### src/rtl/atm_disp_pkg.sv
// Shared types and constants for the ATM display formatter.
// Digit codes, FSM states and a compile-time power-of-ten helper.
package atm_disp_pkg;

    typedef logic [3:0] digit_t;

    localparam digit_t DIG_BLANK = 4'hA;
    localparam digit_t DIG_ERR   = 4'hE;

    typedef enum logic [1:0] {
        IDLE,
        SHIFT,
        FORMAT
    } state_t;

    function automatic int unsigned pow10(input int n);
        int unsigned r;
        r = 1;
        for (int i = 0; i < n; i++) begin
            r = r * 10;
        end
        return r;
    endfunction

endpackage

### src/rtl/bcd_add3_digit.sv
// Double-dabble correction for one BCD nibble.
// Adds 3 when the nibble is 5 or more so the next shift carries correctly.
module bcd_add3_digit
    import atm_disp_pkg::*;
(
    input  digit_t d,
    output digit_t q
);

    assign q = (d >= 4'd5) ? d + 4'd3 : d;

endmodule

### src/rtl/atm_bcd_display_formatter.sv
// Sequential binary-to-BCD formatter for the ATM seven-segment bank.
// Define ATM_LEADING_ZERO_BLANK_EN to blank leading zero digits.
module atm_bcd_display_formatter
    import atm_disp_pkg::*;
#(
    parameter int DIGITS = 4,
    parameter int BIN_W  = 14
) (
    input  logic                  clk,
    input  logic                  rst,
    input  logic                  start,
    input  logic [BIN_W-1:0]      bin_in,
    output logic                  busy,
    output logic                  done,
    output logic                  overflow,
    output logic [4*DIGITS-1:0]   digits
);

    localparam int LW = (BIN_W > 32) ? BIN_W : 32;
    localparam int BW = 4 * DIGITS;
    localparam int CW = $clog2(BIN_W + 1);
    localparam logic [LW-1:0] LIMIT = LW'(pow10(DIGITS) - 1);
    localparam logic [CW-1:0] LAST  = CW'(BIN_W - 1);

    state_t             state;
    logic [BIN_W-1:0]   sr;
    logic [BW-1:0]      bcd;
    logic [BW-1:0]      bcd_adj;
    logic [BW-1:0]      shown;
    logic [CW-1:0]      cnt;
    logic               ovf_pend;
    logic [LW-1:0]      bin_ext;
    logic [BW+BIN_W-1:0] cat;

    assign bin_ext = LW'(bin_in);

    for (genvar g = 0; g < DIGITS; g++) begin : g_add3
        bcd_add3_digit u_add3 (
            .d (bcd[4*g +: 4]),
            .q (bcd_adj[4*g +: 4])
        );
    end

    assign cat = {bcd_adj, sr} << 1;

`ifdef ATM_LEADING_ZERO_BLANK_EN
    logic lead;

    // Walk down from the top digit; units digit always stays visible.
    always_comb begin
        shown = bcd;
        lead  = 1'b1;
        for (int i = DIGITS - 1; i > 0; i--) begin
            lead = lead && (bcd[4*i +: 4] == 4'd0);
            if (lead) begin
                shown[4*i +: 4] = DIG_BLANK;
            end
        end
    end
`else
    assign shown = bcd;
`endif

    always_ff @(posedge clk) begin
        if (rst) begin
            state    <= IDLE;
            busy     <= 1'b0;
            done     <= 1'b0;
            overflow <= 1'b0;
            digits   <= {DIGITS{DIG_BLANK}};
            sr       <= '0;
            bcd      <= '0;
            cnt      <= '0;
            ovf_pend <= 1'b0;
        end else begin
            done <= 1'b0;
            unique case (state)
                IDLE: begin
                    if (start) begin
                        sr       <= bin_in;
                        bcd      <= '0;
                        cnt      <= '0;
                        ovf_pend <= (bin_ext > LIMIT);
                        busy     <= 1'b1;
                        state    <= SHIFT;
                    end
                end
                SHIFT: begin
                    bcd <= cat[BW+BIN_W-1:BIN_W];
                    sr  <= cat[BIN_W-1:0];
                    cnt <= cnt + 1'b1;
                    if (cnt == LAST) begin
                        state <= FORMAT;
                    end
                end
                FORMAT: begin
                    if (ovf_pend) begin
                        digits   <= {DIGITS{DIG_ERR}};
                        overflow <= 1'b1;
                    end else begin
                        digits   <= shown;
                        overflow <= 1'b0;
                    end
                    done  <= 1'b1;
                    busy  <= 1'b0;
                    state <= IDLE;
                end
                default: state <= IDLE;
            endcase
        end
    end

endmodule

### config.mk
export PLATFORM = sky130hd
export DESIGN_NAME = atm_bcd_display_formatter
export DESIGN_NICKNAME = d
export VERILOG_FILES = /design/src/rtl/atm_disp_pkg.sv /design/src/rtl/bcd_add3_digit.sv /design/src/rtl/atm_bcd_display_formatter.sv
export SDC_FILE = /design/constraint.sdc
export NUM_CORES = 1
export LEC_CHECK = 0
export BUFFER_PORTS_ARGS = -buffer_cell sky130_fd_sc_hd__buf_2
export CAP_MARGIN = 20
export CORE_MARGIN = 2
export CORE_UTILIZATION = 56
export DETAILED_ROUTE_END_ITERATION = 7
export HOLD_SLACK_MARGIN = 0.02
export PLACE_DENSITY = 0.8
export SLEW_MARGIN = 20
export SYNTH_ARGS = -nofsm -noshare
export SYNTH_HDL_FRONTEND = slang
export SYNTH_SLANG_ARGS = --single-unit
### constraint.sdc
create_clock -name clk -period 1.63 [get_ports clk]
set_input_delay 0.163 -clock clk [delete_from_list [all_inputs] [get_ports clk]]
set_output_delay 0.163 -clock clk [all_outputs]
set_load 0.02 [all_outputs]
==> Yosys cells after proc, flatten, opt, wreduce, memory -nomap -nowiden <==
Cells that the tools add are included.
{ "word_totals": {"out_inout_bits": 19, "regBits": 56, "wordCells": 49, "inputBits": 17} }
{ "op_classes": {"muxes": 18, "add_sub_neg": 5, "n_eq_ne": 5, "reduce_logical": 7, "order_cmp": 5} }
{ "op_table": {"columns": ["op", "n"], "rows": [
  ["16-bit 2-to-1 mux", 2],
  ["16-bit case mux with 2 select lines", 1],
  ["14-bit case mux with 2 select lines", 1],
  ["4-bit by 3-bit >= comparator with 1-bit output, second input constant", 4],
  ["4-bit 2-to-1 mux", 4],
  ["14-bit greater-than comparator, second input constant", 1],
  ["14-bit 2-to-1 mux", 1],
  ["4-bit by 2-bit adder with 4-bit output, second input constant", 3],
  ["4-bit case mux with 2 select lines", 1],
  ["2-bit AND reduction", 4],
  ["4-bit by 1-bit adder with 4-bit output, second input constant", 1],
  ["4-bit == test, second input constant", 1],
  ["2-bit 2-to-1 mux", 2],
  ["2-bit != test, second input constant", 2],
  ["2-bit case mux with 2 select lines", 1],
  ["2-bit nonzero test", 2],
  ["3-bit by 2-bit adder with 3-bit output, second input constant", 1],
  ["1-bit 2-to-1 mux", 3],
  ["3-bit 2-to-1 mux", 1],
  ["2-bit by 1-bit == test with 1-bit output, second input constant", 1],
  ["2-bit == test, second input constant", 1],
  ["2-bit logical NOT", 1],
  ["1-bit case mux with 2 select lines", 1]
]} }

==> Logic depth before layout (Yosys ltp) <==
Gate-level depths: netlist of the first run.
{ "logic_depth": {"ltp_word": 3, "ltp_mapped": 7, "depth_no_buf": 6} }

==> Hierarchy <==
Synthesis of the first run repeated with hierarchy kept, for this count alone.
{ "unflattened": {"cells_unflattened": 302, "hier_area_um2": 2555.0} }
{ "by_module_without_submodules": {"columns": ["module", "seq_area_each_um2", "n_inst", "cells_each", "area_per_inst_um2"], "rows": [
  ["atm_bcd_display_formatter", 1121.1, 1, 238, 2149.6],
  ["bcd_add3_digit", 0.0, 4, 16, 101.3]
]} }

==> Worst setup path before layout of the first run <==
OpenSTA, ideal clock, no wires.
{ "synth_timing": {"path_kind": "register to register", "start": "register bcd[9]", "end": "register bcd[10]", "required_time_ps": 1513, "period_less_slack_ps": 1369, "path_buffers": 0, "setup_ps": 117, "arrival_time_ps": 1252, "stages_incl_launch_ff": 7, "path_slack_ps": 261, "cell_sequence": "dfxtp_1 -> inv_1 -> ha_1 -> nand2b_1 -> a21oi_1 -> mux2i_1 -> a22o_1"} }
{ "synth_via": {"elab_chain_cells": 3, "elab_cells_between_ends": 4, "cone_classes": "add/sub: 1; order compare: 1; mux: 2"} }
{ "synth_lines": {"columns": ["element", "line_no", "text"], "rows": [
  ["from (decl)", "atm_bcd_display_formatter.sv:27", "logic [BW-1:0] bcd;"],
  ["from (signal assigned)", "atm_bcd_display_formatter.sv:89", "bcd <= cat[BW+BIN_W-1:BIN_W];"],
  ["4-bit by 2-bit adder with 4-bit output / 4-bit by 3-bit >= comparator with 1-bit output (equally long branches)", "bcd_add3_digit.sv:10", "assign q = (d >= 4'd5) ? d + 4'd3 : d;"],
  ["4-bit 2-to-1 mux *", "bcd_add3_digit.sv:10", null],
  ["16-bit case mux with 2 select lines *", "atm_bcd_display_formatter.sv:77", "unique case (state)"]
]} }
Every way passes the cells marked *; elsewhere a longest branch is shown, timed or not.
A chain may end at the register's enable or synchronous reset.

==> Worst setup path in the final report of the first run <==
Same ends and word-level chain as after synthesis.

==> key figures, run 1 <==
Drt
  – Initial detailed-routing violation count: 122
  – DRC violations left: 0
  – Routed Antenna Nets: 0
  – Router iterations before antenna repair: 4
  – Total number of vias: 2161
  – WL per Instance: 13.5 um
  – Wirelength, routed: 5.19 mm
  – Vias per cell: 5.61

Floorplan
  – # rows: 24
  – Overall die width: slightly above 70 um
  – Die height: 71.4 um
  – Core ar.: 4350 um2
  – Die area: 5100 um2
  – Starting density of the core: 58.5%
  – Number of top-level pins: 36

Finish
  – Register area: 1120 um2
  – Nets: 359
  – Most common cell after layout, fill and taps aside: dfxtp_1
  – Number of diodes: 0
  – Fillers: 374
  – Synthesis-to-finish area growth: 13.5%
  – Post-route insts no fill: 385
  – Layout cells sized above 1: 19.8%
  – Final Cell Area: slightly below 3000 um2
  – Multi-input gate area: 1280 um2
  – Final Util: approximately two thirds
  – Most frequent cells in the layout: 56 x dfxtp_1, 49 x nor2_1, 35 x buf_2

Global route
  – Largest net degree at the start of global routing: 23
  – Antenna violations before repair: 0
  – GRT Util Overall: 22.1%
  – Number of global-route vias before repair: 2043
  – First-pass GRT wire length: 9.20 mm
  – Grt ovf: 0

Yosys
  – YS warnings: 0
  – Async SR Flop Fraction: 0%
  – Post-synth EDFFs: 0
  – Register bit count reported by yosys: 56
  – Post-Synthesis Cell Area: between 2000 and 3000 um2
  – Most used flip-flop cell after synthesis: dfxtp_1
  – Post-synthesis sequential area ratio: 44.0%
  – Yosys cell types: 39
  – Gate Count Post-Synth: 296
  – Mean Syn Cell Area: roughly 8.6 um2
  – Synth Net Count: ~320

Outcome
  – Run status: finished, final reports clean

Worst hold path
  – Worst hold start: bin_in[2]
  – Tightest Hold Check Type: in2reg
  – WHS Path Cells: 3

Clocking
  – Root buffer cell: clkbuf_8
  – Sink Count: 56
  – CTS tree: yes
  – Hold buffers post-CTS: 0
  – H-tree Lvls: 2
  – Post-CTS setup buffers: 0
  – Clock Pin Slew Worst Setup and Hold Paths: 0.10 ns
  – TritonCTS buffer count: 5
  – Worst skew pair latency: 0.30 ns
  – Clock buffer depth: 2

Power and ir drop
  – Lkg Pwr: about 1.3 nW
  – Worst VDD drop: 0.000449 V
  – Total Power: ~2.5 mW
  – PwrDens: 873 nW/um2

Worst setup path
  – FF-to-FF Start: bcd[9]
  – Worst setup EP type: flop
  – Setup crit start: bcd[9]
  – Critical path class: reg2reg
  – Arr. time, crit path: ~1.7 ns
  – Req. time, crit path: around 1.8 ns
  – Startpoint type of the worst setup path: flop
  – Reg2Reg Depth: 6
  – Crit-path max FO: 4

Timing
  – Max-slew violations: 0
  – Setup violations, final: 0
  – RSZ-0062 raised after global routing: no
  – Least-Margin Pin Slew: 0.611 ns
  – Slew headroom: 59.2%
  – Max Clk Rate: 679 MHz
  – Final period util: 90.4%
  – Hold slack: 0.0735 ns
  – Setup ws final: 0.157 ns
  – Final Hold Vio Count: 0
  – Total Neg Setup Slack: 0 ns
  – Final min period: 1.47 ns
  – Layout Skew: 0.00807 ns

Placed design
  – Area after DPL: about 2800 um2
  – IO buf count: 35
  – GP Congestion: 0.879
  – DP Cell Count: about 380
  – Post-DP HPWL: 3.70 mm
  – Pre-CTS WS: 0.136 ns

Flow run
  – # Max-Cap Violations: 0
-- logic make-up after synthesis --
group                    count (synthesis)  share of synthesized area [%]
AO/OA/AOI/OAI                           67                           18.5
XOR/XNOR                                 6                           2.06
adder cells (fa/ha/maj)                 10                           4.91
buffers and inverters                   31                           6.09
flip-flops                              56                           44.0
multiplexers                             4                           1.57
AND/OR/NAND/NOR                        122                           22.8
-- repair_timing --
action / CTS / global route
endpoints found under the hold margin: 0 / 0
endpoints found under the setup margin: 0 / 2
resized for setup: 0 / 2
-- area by class of cell --
class                      instances  area share, %
clock buffer                       6           2.86
clock inverter                     2          0.346
inverter                          11           1.43
multi-input combinational        209           44.2
sequential                        56           38.8
tap                               52           2.25
timing repair buffer              49           10.1
-- critical path, stage by stage (launching register included) --
cell and delay [ns]:
dfxtp_1 0.38, inv_1 0.10, ha_1 0.17, nand2b_1 0.13, a21oi_1 0.28, mux2i_1 0.12
a22o_1 0.20
-- cell usage after synthesis, types with 4 or more instances --
cell type / count / share of area, %
or3_1: 5 / 1.2
a2bb2oi_1: 9 / 3.1
dfxtp_1: 56 / 44
ha_1: 10 / 4.9
a22o_1: 12 / 4.1
nand3_1: 8 / 1.6
buf_2: 7 / 1.4
o21ai_0: 8 / 1.6
mux2i_1: 4 / 1.6
nor2_1: 49 / 7.2
nand2_1: 16 / 2.4
o21bai_1: 9 / 2.7
clkbuf_1: 8 / 1.2
nand2b_1: 4 / 0.98
nor3_1: 31 / 6.1
a21oi_1: 18 / 3.5
xnor2_1: 4 / 1.4
inv_1: 10 / 1.5
-- metal layers --
metal	global-route usage [%]	part of all wire [%]
met3	3.66	4.8
met2	37.1	46
met4	7.76	1.2
met1	28.7	48
met5	0	0
-- where the power goes --
part,internal [mW],switching [mW],leakage (nW)
sequential,1.42,0.0451,0.456
clock,0.340,0.428,0.0510
combinational,0.132,0.161,0.769
-- flip-flops by register name, indices dropped and copies added (netlist names) --
name,count
bcd,16
busy,1
cnt,4
digits,16
done,1
overflow,1
ovf_pend,1
sr,14
state,2
-- worst paths after layout --
check | endpoint | slack (ns)
min reg2reg | sr[2] | 0.44
min | sr[2] | 0.07
max reg2reg | bcd[10] | 0.16
max | bcd[10] | 0.16
(Power assumes the default switching activity.)
==> inputs of run 2 (changes only) <==
- ABC_AREA: not set -> 1
==> key figures, run 2 <==
Worst setup path
  – Reg-to-Reg End: bcd[8]
  – Cell mode on critical path: nor2_1
  – Worst path cell trace: inv_1 -> ha_1 -> inv_1 -> nand2_1 -> nand3_1 -> nand2_1 -> nor2_1 -> nor2_1 -> nor2_1
  – Critical path class: reg2reg
  – Worst setup EP type: flop
  – CP Capture Point: bcd[8]
  – Setup crit start: bcd[4]
  – Crit-path max FO: 5
  – Req. time, crit path: ~1.9 ns
  – Crit-path slowest cell: dfxtp_1
  – Startpoint type of the worst setup path: flop
  – Crit path largest cell delay: 0.40 ns
  – FF-to-FF Start: bcd[4]
  – R2R Setup Slk: 0.20 ns
  – Arr. time, crit path: ~1.7 ns
  – Reg2Reg Depth: 9

Timing
  – Setup ws final: slightly above 0.2 ns
  – Least-Margin Pin Slew: ~0.53 ns
  – Slew headroom: approximately 64%
  – Layout Skew: 0.00526 ns
  – Total Neg Setup Slack: 0 ns
  – RSZ-0062 raised after global routing: no
  – Setup violations, final: 0
  – Max-slew violations: 0
  – Hold slack: roughly 0.10 ns
  – Final Hold Vio Count: 0
  – Final period util: slightly below 90%
  – Final min period: 1.43 ns
  – Max Clk Rate: 701 MHz

Global route
  – Number of global-route vias before repair: 2043
  – GRT Util Overall: a little under a quarter
  – Grt ovf: 0
  – First-pass GRT wire length: 9.51 mm
  – Largest net degree at the start of global routing: 28
  – Antenna violations before repair: 0

Clocking
  – Worst skew pair latency: 0.30 ns
  – Post-CTS setup buffers: 0
  – Hold buffers post-CTS: 0
  – Clock Pin Slew Worst Setup and Hold Paths: 0.10 ns
  – H-tree Lvls: 2
  – CTS tree: yes
  – Sink Count: 56
  – TritonCTS buffer count: 5
  – Root buffer cell: clkbuf_8
  – Post_cts resized: 0
  – Clock buffer depth: 2

Drt
  – Initial detailed-routing violation count: 168
  – Wirelength, routed: between 5 and 6 mm
  – Total number of vias: 2345
  – WL per Instance: 13.1 um
  – Router iterations before antenna repair: 5
  – Routed Antenna Nets: 0
  – DRC violations left: 0
  – Vias per cell: 5.52

Finish
  – Number of diodes: 0
  – Register area: about 1100 um2
  – Most common cell after layout, fill and taps aside: nand2_1
  – Most frequent cells in the layout: 79 x nand2_1, 56 x dfxtp_1, 37 x a21oi_1
  – Fillers: 383
  – Layout cells sized above 1: 15.0%
  – Synthesis-to-finish area growth: 11.5%
  – Multi-input gate area: 1230 um2
  – Top flop regs: bcd (16), digits (16), sr (14)
  – Nets: 399

Floorplan
  – Core ar.: 4380 um2
  – Overall die width: 71.6 um
  – Starting density of the core: 58.4%
  – Die height: 71.6 um
  – # rows: 24
  – Number of top-level pins: 36
  – Die area: 5130 um2

Yosys
  – Post-Synthesis Cell Area: 2560 um2
  – Area leader, netlist: dfxtp_1
  – Top-count cell post-synth: nand2_1
  – Post-synth EDFFs: 0
  – Register bit count reported by yosys: 56
  – Mean Syn Cell Area: around 7.5 um2
  – Synth Net Count: 366
  – Top cells by area, synth: dfxtp_1 44%, nand2_1 12%, a21oi_1 7.2%
  – YS warnings: 0
  – Synth cell count leaders: 79 x nand2_1, 56 x dfxtp_1, 37 x a21oi_1, 34 x nand3_1
  – Yosys cell types: 26
  – Async SR Flop Fraction: 0%
  – Gate Count Post-Synth: 339
  – Most used flip-flop cell after synthesis: dfxtp_1
  – Share of the synthesized area in the top cell type: 43.8%
  – Post-synthesis sequential area ratio: 43.8%

Placed design
  – Post-DP HPWL: 3.80 mm
  – IO buf count: 35
  – Pre-CTS WS: 0.271 ns
  – GP Congestion: approximately 0.8

Power and ir drop
  – Psw: 0.606 mW
  – Worst VDD drop: 0.000535 V
  – Lkg Pwr: around 1.2 nW
  – Logic gate share of total power: under 10%
  – PwrDens: around 890 nW/um2
  – Clk pwr share: roughly a third
  – Sw frac: between 20% and 30%
  – Reg power frac: 56.6%
  – Int Pwr: 1.92 mW

Outcome
  – Run status: finished, final reports clean

Flow run
  – # Max-Cap Violations: 0

Worst hold path
  – Tightest Hold Check Type: in2reg
==> run 2: cell types whose count changed after synthesis, moves of 8 or more <==
cell | before | now
a2bb2oi_1 | 9 | 0
a21oi_1 | 18 | 37
o211ai_1 | 0 | 15
inv_1 | 10 | 27
o21bai_1 | 9 | 0
nand4_1 | 0 | 8
nand2_1 | 16 | 79
nor2_1 | 49 | 27
nor3_1 | 31 | 0
a22o_1 | 12 | 0
nand3_1 | 8 | 34
==> run 2: logic make-up after synthesis <==
family / share of synthesized area, %
adders and majority gates: 4.89
and+or+nand+nor: 26.2
buffers and inverters: 8.02
AOI/OAI and AO/OA: 16.7
DFF: 43.8
xor gates and xnor gates: 0.342
==> run 2: final cells by class <==
type / count / share of cell area [%]
Inverter: 32 / 4.30
Timing Repair Buffer: 39 / 7.19
Tap cell: 52 / 2.28
Sequential cell: 56 / 39.3
Clock buffer: 6 / 2.54
Multi-Input combinational cell: 238 / 43.2
Clock inverter: 2 / 1.23
==> run 2: power by group through the flow <==
stage | Clock, mW | Combinational [mW] | Sequential [mW]
2_1_floorplan | 0 | 0.159 | 1.46
3_3_place_gp | 0 | 0.206 | 1.46
3_5_place_dp | 0 | 0.208 | 1.46
4_1_cts | 0.903 | 0.208 | 1.43
5_1_grt | 0.946 | 0.235 | 1.44
6_report | 0.888 | 0.210 | 1.43
==> run 2: worst min path at each step <==
| stage | startpoint | to | slack (ns) | cells past startpoint |
|---|---|---|---|---|
| floorplan | rst | done | 0.24 | 1 |
| global placement | bin_in[0] | sr[0] | 0.40 | 3 |
| detailed placement | bin_in[0] | sr[0] | 0.41 | 3 |
| CTS | bin_in[0] | sr[0] | 0.1 | 3 |
| global route | bin_in[0] | sr[0] | 0.11 | 3 |
| finish | bin_in[0] | sr[0] | 0.10 | 3 |
==> run 2: worst max-delay path, delay by kind of cell, from the launching register on <==
family                   cells  cell delay, ns
adder cells (fa/ha/maj)      1            0.23
AND/OR/NAND/NOR              6            0.55
buffers and inverters        2            0.19
flip-flops                   1            0.40
==> run 2: layer usage <==
metal / wire, um / track usage [%] / vias up
met4: 66 / 6.71 / 0
li1: - / - / 1210
met2: 2530 / 36.4 / 66
met5: 0 / 0 / -
met1: 2710 / 32.5 / 1060
met3: 268 / 3.94 / 9
==> run 2: stage by stage <==
| step | instance area (um2) | total power [mW] | utilization (%) | instances |
|---|---|---|---|---|
| after CTS | 2850 | 2.54 | 65.1 | 425 |
| final | 2850 | 2.53 | 65.1 | 425 |
| after global placement | 2750 | 1.67 | 62.6 | 417 |
| after detailed placement | 2750 | 1.67 | 62.6 | 417 |
| after floorplan | 2560 | 1.62 | - | 339 |
| after global routing | 2850 | 2.62 | 65.1 | 425 |
